## config.mk

```make
export PLATFORM = sky130hd
export DESIGN_NAME = vram_fill_master_flat
export DESIGN_NICKNAME = d
export VERILOG_FILES = /design/src/rtl/vram_pkg.sv /design/src/rtl/vram_fill_master_if.sv /design/src/rtl/vram_be_gen.sv /design/src/rtl/vram_fill_master.sv /design/src/flat_wrapper.sv
export SDC_FILE = /design/constraint.sdc
export NUM_CORES = 1
export LEC_CHECK = 0
export BUFFER_PORTS_ARGS = -buffer_cell sky130_fd_sc_hd__buf_2
export CAP_MARGIN = 30
export CORE_MARGIN = 3
export CORE_UTILIZATION = 41
export DETAILED_ROUTE_END_ITERATION = 8
export HOLD_SLACK_MARGIN = 0.06
export PLACE_DENSITY_LB_ADDON = 0.08
export SETUP_SLACK_MARGIN = 0.5
export SLEW_MARGIN = 0
export SYNTH_ARGS = -nofsm -noshare
export SYNTH_HDL_FRONTEND = slang
export SYNTH_SLANG_ARGS = --single-unit
```

## constraint.sdc

```tcl
create_clock -name CLK -period 3.55 [get_ports CLK]
set_input_delay 0.71 -clock CLK [delete_from_list [all_inputs] [get_ports CLK]]
set_output_delay 0.71 -clock CLK [all_outputs]
set_load 0.02 [all_outputs]
```

## src/rtl/vram_pkg.sv

```systemverilog
// Shared geometry, CSR offsets and FSM state type for the VGA VRAM fill engine.
package vram_pkg;

  localparam int WORDS_PER_ROW = 40;
  localparam int BYTES_PER_ROW = 160;
  localparam int SCREEN_H      = 480;
  localparam int VRAM_WORDS    = 19200;
  localparam logic [14:0] PALETTE_BASE = 15'h4B00;

  localparam logic [1:0] CSR_POS    = 2'd0;
  localparam logic [1:0] CSR_SIZE   = 2'd1;
  localparam logic [1:0] CSR_CTRL   = 2'd2;
  localparam logic [1:0] CSR_STATUS = 2'd3;

  typedef enum logic [1:0] {
    ST_IDLE,
    ST_SETUP,
    ST_WRITE,
    ST_DONE
  } fill_state_t;

  // y*40 as (y<<5)+(y<<3), keeping the row address path multiplier-free
  function automatic logic [14:0] row_base_of(input logic [8:0] y);
    return ({6'b0, y} << 5) + ({6'b0, y} << 3);
  endfunction

endpackage

```

## src/rtl/vram_fill_master_if.sv

```systemverilog
// CSR slave port plus VRAM master port of the fill engine, bundled as one bus.
interface vram_fill_master_if;

  logic        AVL_CS;
  logic        AVL_READ;
  logic        AVL_WRITE;
  logic [1:0]  AVL_ADDR;
  logic [31:0] AVL_WRITEDATA;
  logic [31:0] AVL_READDATA;
  logic [14:0] M_ADDR;
  logic        M_WRITE;
  logic [3:0]  M_BYTE_EN;
  logic [31:0] M_WRITEDATA;
  logic        M_WAITREQUEST;

  modport master (
    input  AVL_CS, AVL_READ, AVL_WRITE, AVL_ADDR, AVL_WRITEDATA,
    output AVL_READDATA,
    output M_ADDR, M_WRITE, M_BYTE_EN, M_WRITEDATA,
    input  M_WAITREQUEST
  );

  modport slave (
    output AVL_CS, AVL_READ, AVL_WRITE, AVL_ADDR, AVL_WRITEDATA,
    input  AVL_READDATA,
    input  M_ADDR, M_WRITE, M_BYTE_EN, M_WRITEDATA,
    output M_WAITREQUEST
  );

endinterface

```

## src/rtl/vram_be_gen.sv

```systemverilog
// Byte enables for one VRAM word given an inclusive byte-column span [xb0, xb_end].
module vram_be_gen (
  input  logic [5:0] word,
  input  logic [7:0] xb0,
  input  logic [7:0] xb_end,
  output logic [3:0] be
);

  // Byte p of the word is the leftmost-first column word*4+p and maps to BE bit 3-p
  for (genvar p = 0; p < 4; p++) begin : g_byte
    logic [7:0] pos;
    assign pos       = {word, 2'(p)};
    assign be[3 - p] = (pos >= xb0) && (pos <= xb_end);
  end

endmodule

```

## src/rtl/vram_fill_master.sv

```systemverilog
// Rectangle-fill engine: CPU programs a byte-granular rectangle over the CSR port,
// the block then streams byte-enabled pattern words into VRAM as an Avalon master.
module vram_fill_master
  import vram_pkg::*;
(
  input  logic                CLK,
  input  logic                RESET,
  vram_fill_master_if.master  bus,
  output logic                IRQ
);

  fill_state_t state, next_state;

  logic [7:0]  pos_xb0, size_wb;
  logic [8:0]  pos_y0, size_h;
  logic [1:0]  color;
  logic        irq_en, done, error;

  logic [7:0]  w_xb0, w_xb_end;
  logic [8:0]  w_y0, rows_left;
  logic [1:0]  w_color;
  logic [14:0] row_base;
  logic [5:0]  word_idx, end_word;
  logic        first_row;

  logic        csr_wr, start_req, geom_bad, last_word, accept, m_write, busy;
  logic [3:0]  be;
  logic        unused_wd_bits;

  assign csr_wr    = bus.AVL_CS && bus.AVL_WRITE;
  assign start_req = csr_wr && (bus.AVL_ADDR == CSR_CTRL) && bus.AVL_WRITEDATA[0]
                     && (state == ST_IDLE);
  assign geom_bad  = (size_wb == 8'd0) || (size_h == 9'd0)
                     || (({1'b0, pos_xb0} + {1'b0, size_wb}) > 9'(BYTES_PER_ROW))
                     || (({1'b0, pos_y0} + {1'b0, size_h}) > 10'(SCREEN_H));
  assign last_word = (word_idx == end_word);
  assign accept    = (state == ST_WRITE) && !bus.M_WAITREQUEST;
  assign busy      = (state != ST_IDLE);
  assign unused_wd_bits = ^{bus.AVL_WRITEDATA[31:25], bus.AVL_WRITEDATA[15:9]};

  always_ff @(posedge CLK or posedge RESET) begin
    if (RESET) state <= ST_IDLE;
    else       state <= next_state;
  end

  always_comb begin
    next_state = state;
    m_write    = 1'b0;
    case (state)
      ST_IDLE:  if (start_req && !geom_bad) next_state = ST_SETUP;
      ST_SETUP: next_state = ST_WRITE;
      ST_WRITE: begin
        m_write = 1'b1;
        if (accept && last_word)
          next_state = (rows_left == 9'd1) ? ST_DONE : ST_SETUP;
      end
      ST_DONE:  next_state = ST_IDLE;
      default:  next_state = ST_IDLE;
    endcase
  end

  // CSR registers, working copies latched at start, and the row/word walkers
  always_ff @(posedge CLK or posedge RESET) begin
    if (RESET) begin
      pos_xb0   <= '0;
      pos_y0    <= '0;
      size_wb   <= '0;
      size_h    <= '0;
      color     <= '0;
      irq_en    <= 1'b0;
      done      <= 1'b0;
      error     <= 1'b0;
      w_xb0     <= '0;
      w_xb_end  <= '0;
      w_y0      <= '0;
      w_color   <= '0;
      rows_left <= '0;
      row_base  <= '0;
      word_idx  <= '0;
      end_word  <= '0;
      first_row <= 1'b0;
      IRQ       <= 1'b0;
    end else begin
      if (csr_wr) begin
        case (bus.AVL_ADDR)
          CSR_POS: begin
            pos_y0  <= bus.AVL_WRITEDATA[24:16];
            pos_xb0 <= bus.AVL_WRITEDATA[7:0];
          end
          CSR_SIZE: begin
            size_h  <= bus.AVL_WRITEDATA[24:16];
            size_wb <= bus.AVL_WRITEDATA[7:0];
          end
          CSR_CTRL: begin
            color  <= bus.AVL_WRITEDATA[5:4];
            irq_en <= bus.AVL_WRITEDATA[8];
          end
          default: begin
            if (bus.AVL_WRITEDATA[1]) begin
              done  <= 1'b0;
              error <= 1'b0;
            end
          end
        endcase
      end

      if (start_req) begin
        done  <= geom_bad;
        error <= geom_bad;
        if (!geom_bad) begin
          w_xb0     <= pos_xb0;
          w_xb_end  <= pos_xb0 + size_wb - 8'd1;
          w_y0      <= pos_y0;
          w_color   <= bus.AVL_WRITEDATA[5:4];
          rows_left <= size_h;
          first_row <= 1'b1;
        end
      end

      if (state == ST_SETUP) begin
        word_idx  <= w_xb0[7:2];
        end_word  <= w_xb_end[7:2];
        row_base  <= first_row ? row_base_of(w_y0) : row_base + 15'(WORDS_PER_ROW);
        first_row <= 1'b0;
      end

      if (accept) begin
        if (last_word) rows_left <= rows_left - 9'd1;
        else           word_idx  <= word_idx + 6'd1;
      end

      if (accept && last_word && (rows_left == 9'd1)) done <= 1'b1;

      IRQ <= done && irq_en;
    end
  end

  vram_be_gen u_be_gen (
    .word   (word_idx),
    .xb0    (w_xb0),
    .xb_end (w_xb_end),
    .be     (be)
  );

  assign bus.M_WRITE     = m_write;
  assign bus.M_ADDR      = row_base + {9'b0, word_idx};
  assign bus.M_BYTE_EN   = m_write ? be : 4'b0000;
  assign bus.M_WRITEDATA = {16{w_color}};

  always_comb begin
    bus.AVL_READDATA = '0;
    if (bus.AVL_CS && bus.AVL_READ) begin
      case (bus.AVL_ADDR)
        CSR_POS:  bus.AVL_READDATA = {7'b0, pos_y0, 8'b0, pos_xb0};
        CSR_SIZE: bus.AVL_READDATA = {7'b0, size_h, 8'b0, size_wb};
        default:  bus.AVL_READDATA = {23'b0, irq_en, 2'b0, color, 1'b0, error, done, busy};
      endcase
    end
  end

endmodule

```

## src/flat_wrapper.sv

```systemverilog
// flat-port wrapper written by rule: the top's interface ports become plain ports
module vram_fill_master_flat import vram_pkg::*;
  (CLK, RESET, IRQ, bus_AVL_CS, bus_AVL_READ, bus_AVL_WRITE, bus_AVL_ADDR, bus_AVL_WRITEDATA, bus_AVL_READDATA, bus_M_ADDR, bus_M_WRITE, bus_M_BYTE_EN, bus_M_WRITEDATA, bus_M_WAITREQUEST);
  vram_fill_master_if bus_i ();
  input  logic CLK;
  input  logic RESET;
  output logic IRQ;
  input wire logic [$bits(bus_i.AVL_CS)-1:0] bus_AVL_CS;
  input wire logic [$bits(bus_i.AVL_READ)-1:0] bus_AVL_READ;
  input wire logic [$bits(bus_i.AVL_WRITE)-1:0] bus_AVL_WRITE;
  input wire logic [$bits(bus_i.AVL_ADDR)-1:0] bus_AVL_ADDR;
  input wire logic [$bits(bus_i.AVL_WRITEDATA)-1:0] bus_AVL_WRITEDATA;
  output wire logic [$bits(bus_i.AVL_READDATA)-1:0] bus_AVL_READDATA;
  output wire logic [$bits(bus_i.M_ADDR)-1:0] bus_M_ADDR;
  output wire logic [$bits(bus_i.M_WRITE)-1:0] bus_M_WRITE;
  output wire logic [$bits(bus_i.M_BYTE_EN)-1:0] bus_M_BYTE_EN;
  output wire logic [$bits(bus_i.M_WRITEDATA)-1:0] bus_M_WRITEDATA;
  input wire logic [$bits(bus_i.M_WAITREQUEST)-1:0] bus_M_WAITREQUEST;
  assign bus_i.AVL_CS = bus_AVL_CS;
  assign bus_i.AVL_READ = bus_AVL_READ;
  assign bus_i.AVL_WRITE = bus_AVL_WRITE;
  assign bus_i.AVL_ADDR = bus_AVL_ADDR;
  assign bus_i.AVL_WRITEDATA = bus_AVL_WRITEDATA;
  assign bus_AVL_READDATA = bus_i.AVL_READDATA;
  assign bus_M_ADDR = bus_i.M_ADDR;
  assign bus_M_WRITE = bus_i.M_WRITE;
  assign bus_M_BYTE_EN = bus_i.M_BYTE_EN;
  assign bus_M_WRITEDATA = bus_i.M_WRITEDATA;
  assign bus_i.M_WAITREQUEST = bus_M_WAITREQUEST;
  vram_fill_master u_core (.CLK(CLK), .RESET(RESET), .bus(bus_i), .IRQ(IRQ));
endmodule
```

==> impl_metrics.yaml <==
run_status:
  status: "completed"
worst_hold_path:
  min_path_cells: 2
  min_to: "u_core.w_xb_end[3]$_DFFE_PP0P_"
  min-delay-start: "u_core.w_xb_end[3]$_DFFE_PP0P_"
  hold_path_class: "flop to flop"
route:
  finalWirelength_mm: 17.57
  dr.pass1.iters: 5
  drcViolationCount: 0
  via_per_inst: 5.274
  vias: 5770
  drtIter0Drc: 322
  wl_per_cell_um: 16.06
  final_antenna_net_count: 0
setup_path:
  arrival_ns: 3.38
  r2r_end: "u_core.w_y0[2]$_DFFE_PP0P_"
  reg2regPathDepth: 12
  cp.required_ns: 3.79
  r2r_setup_slack_ns: 0.41
  critPathTopFamily: "simple AND/OR/NAND/NOR gates"
  cp-end-kind: "flop"
  cpMaxStageDelayCell: "or4b_4"
  crit_path_start_kind: "flop"
  worstSetupPathDepth: 12
  critPathMaxStageDelay_ns: 0.62
  cp_num_buf_inv: 3
  critPathKind: "flop to flop"
  cp_max_fo: 15
  r2r_start: "u_core.pos_y0[0]$_DFFE_PP0P_"
  path_cells: "ha_4 > inv_2 > fa_2 > and2b_2 > o22ai_2 > xnor2_1 > o311ai_2 > nor4b_2 > buf_4 > or4b_4 > buf_12 > mux2_4"
floorplan:
  die_h_um: 138.8
  row_count: 47
  die_area_um2: 19280
  io_pins: 125
  die_x_um: 138.8
  coreArea_um2: 16940
  start_util: 0.4272
power_and_ir_drop:
  power_density_nw_per_um2: 723.4
  leakagePower_nw: 4.045
  vdd_drop_max_mv: 0.4195
clock_network:
  postCtsHoldBufs: 0
  clock-sinks: 103
  cts_buffer_depth: 2
  clk_latency_ns: 0.35
  path_clk_slew_ns: 0.07
  tritoncts: "done"
  clockRootBuffer: "clkbuf_16"
  h-tree-depth: 3
  cts_made_buffers: 9
global_routing:
  grt_pass1_vias: 5685
  grt_max_degree: 104
  grt_pass1_wl_mm: 29.01
  antenna_found_initial: 0
  gr-total-overflow: 0
  grt_usage: 0.1803
timing:
  rsz0062_at_grt: "yes"
  whs_ns: 0.4896
  hold_viol: 0
  tns_ns: 0
  final.setup.worst_slack_ns: 0.4070
  setup_viol: 0
  fin_worst_skew_ns: 0.006032
  period_needed_ns: 3.143
  tightest_slew_ns: 0.9571
  finalMaxSlewViolations: 0
  fin_crit_sh: 0.8854
  relSlewSlack: 0.3619
  timing.fmax_ghz: 0.3182
place:
  place_inst: 1059
  port-buffer-count: 96
  dp_hpwl_mm: 12.72
  pre_cts_ws_ns: 0.2063
  place_congestion: 0.8749
logic_synthesis:
  ys_ff_latch: 103
  syn-mean-instance-area_um2: 9.100
  ys.flop_type: "dfrtp_1"
  synth_edf_count: 0
  syn-cell-area_um2: 7234
  yosysWarnings: 0
  synthArstFlopShare: 1.000
  ys_seq_area_frac: 0.3563
  ys_types: 62
  syn-instance-count: 795
job:
  maxCapViolCount: 0
final_layout:
  fin_cells: 1094
  final_util: 0.4932
  nets: 970
  drive_above_1_share: 0.2635
  area_delta_synth_final_pct: 15.46
[logic make-up (layout without fill, tap and decap cells)]
| logic type | count (synthesis) | count (layout) | synth area share |
|---|---|---|---|
| other | 1 | 15 | 0.0005184 |
| adder cells (fa/ha/maj) | 62 | 62 | 0.1114 |
| AND/OR/NAND/NOR | 198 | 198 | 0.1302 |
| XOR/XNOR | 39 | 39 | 0.04721 |
| flip-flops | 103 | 103 | 0.3563 |
| buffers and inverters | 147 | 212 | 0.1026 |
| AO/OA/AOI/OAI | 184 | 184 | 0.1572 |
| multiplexers | 61 | 61 | 0.09460 |
[metal layers]
| layer | track usage | vias up | share of wire |
|---|---|---|---|
| met5 | 0 | - | 0 |
| met4 | 0.05767 | 0 | 0.017 |
| met3 | 0.02379 | 21 | 0.050 |
| met2 | 0.2925 | 149 | 0.46 |
| met1 | 0.2510 | 2745 | 0.47 |
| li1 | - | 2855 | - |
[power breakdown]
group	total (mW)	internal, mW	switching [mW]	leakage [nW]
Clock	1.01	0.567	0.442	0.140
Combinational	3.03	1.36	1.67	2.60
Sequential	2.00	1.51	0.488	1.30
Total	6.04	3.44	2.60	4.04
[worst max path at each step]
stage	from	to	slack (ns)
finish	u_core.pos_y0[0]$_DFFE_PP0P_	u_core.w_y0[2]$_DFFE_PP0P_	0.41
global route	u_core.pos_y0[0]$_DFFE_PP0P_	u_core.w_y0[2]$_DFFE_PP0P_	0.30
CTS	u_core.size_h[0]$_DFFE_PP0P_	u_core.w_xb_end[2]$_DFFE_PP0P_	0.44
detailed placement	u_core.pos_y0[0]$_DFFE_PP0P_	u_core.w_xb_end[2]$_DFFE_PP0P_	0.21
global placement	u_core.pos_y0[0]$_DFFE_PP0P_	u_core.w_xb_end[6]$_DFFE_PP0P_	0.26
floorplan	u_core.size_h[0]$_DFFE_PP0P_	u_core.w_color[1]$_DFFE_PP0P_	0.59
[placed cells by master, fill, tap and decap left out, types with 5 or more instances in the layout]
cell | Yosys | layout
dfrtp_1 | 103 | 99
buf_2 | 2 | 95
inv_1 | 68 | 66
nor2_1 | 62 | 61
o21ai_0 | 69 | 59
ha_1 | 58 | 54
nand2_1 | 55 | 48
a21oi_1 | 51 | 47
mux2_2 | 35 | 35
xnor2_1 | 23 | 23
buf_4 | 48 | 22
nand3_1 | 20 | 20
mux2i_1 | 20 | 20
xor2_1 | 16 | 16
a21o_1 | 14 | 14
conb_1 | 1 | 14
nor3_1 | 14 | 13
clkbuf_16 | 0 | 10
nor4_1 | 9 | 9
o21ai_1 | 0 | 8
o221a_2 | 7 | 7
o21bai_1 | 6 | 6
mux2_4 | 6 | 6
nand2_2 | 0 | 6
nand4_1 | 5 | 5
and3_1 | 5 | 5
and2_1 | 5 | 5
[sequential cells by signal, summed over array words and instances, names as in the netlist]
| name | cells |
|---|---|
| u_core.done | 1 |
| u_core.IRQ | 1 |
| u_core.pos_xb0 | 8 |
| u_core.size_wb | 8 |
| u_core.rows_left | 9 |
| u_core.pos_y0 | 9 |
| u_core.w_y0 | 9 |
| u_core.row_base | 12 |
| u_core.end_word | 6 |
| u_core.state | 2 |
| u_core.w_color | 2 |
| u_core.w_xb_end | 8 |
| u_core.first_row | 1 |
| u_core.error | 1 |
| u_core.color | 2 |
| u_core.size_h | 9 |
| u_core.w_xb0 | 8 |
| u_core.irq_en | 1 |
| u_core.word_idx | 6 |
[cell type report]
cell class                      instances  area (um^2)
Timing Repair Buffer                  128        842.1
Multi-Input combinational cell        558         4099
Fill cell                            1645         8583
Clock buffer                           13        250.2
Clock inverter                          3        42.54
Inverter                               68        259.0
Sequential cell                       103         2582
Antenna cell                            1        2.502
Tap cell                              220        275.3
[synthesized netlist by cell type (14+ instances only)]
cell type,instances,area [um^2]
inv_1,68,255.2
nand2_1,55,206.5
ha_1,58,725.7
xor2_1,16,140.1
a21o_1,14,105.1
nand3_1,20,100.1
mux2_2,35,394.1
nor2_1,62,232.7
clkbuf_1,25,93.84
dfrtp_1,103,2577
xnor2_1,23,201.4
mux2i_1,20,200.2
a21oi_1,51,255.2
o21ai_0,69,345.3
nor3_1,14,70.07
buf_4,48,360.4
[what timing repair did]
item | CTS | global route
gates cloned | 2 | 1
pin swaps | 2 | 11
setup endpoints to repair | 45 | 45
resized for setup | 22 | 30
buffers inserted | 7 | 6
[through the flow]
stage	area, um^2	power (mW)
2_1_floorplan	7287	4.267
3_3_place_gp	7704	4.756
3_5_place_dp	7704	4.845
4_1_cts	8183	5.962
5_1_grt	8351	6.552
6_report	8353	6.042
[worst min-delay path, stage by stage, from the launching register on]
cell     delay, ns
dfrtp_1       0.34
nand2_1       0.05
o21ai_1       0.06
Note: power is estimated with default switching activity, not from simulation.
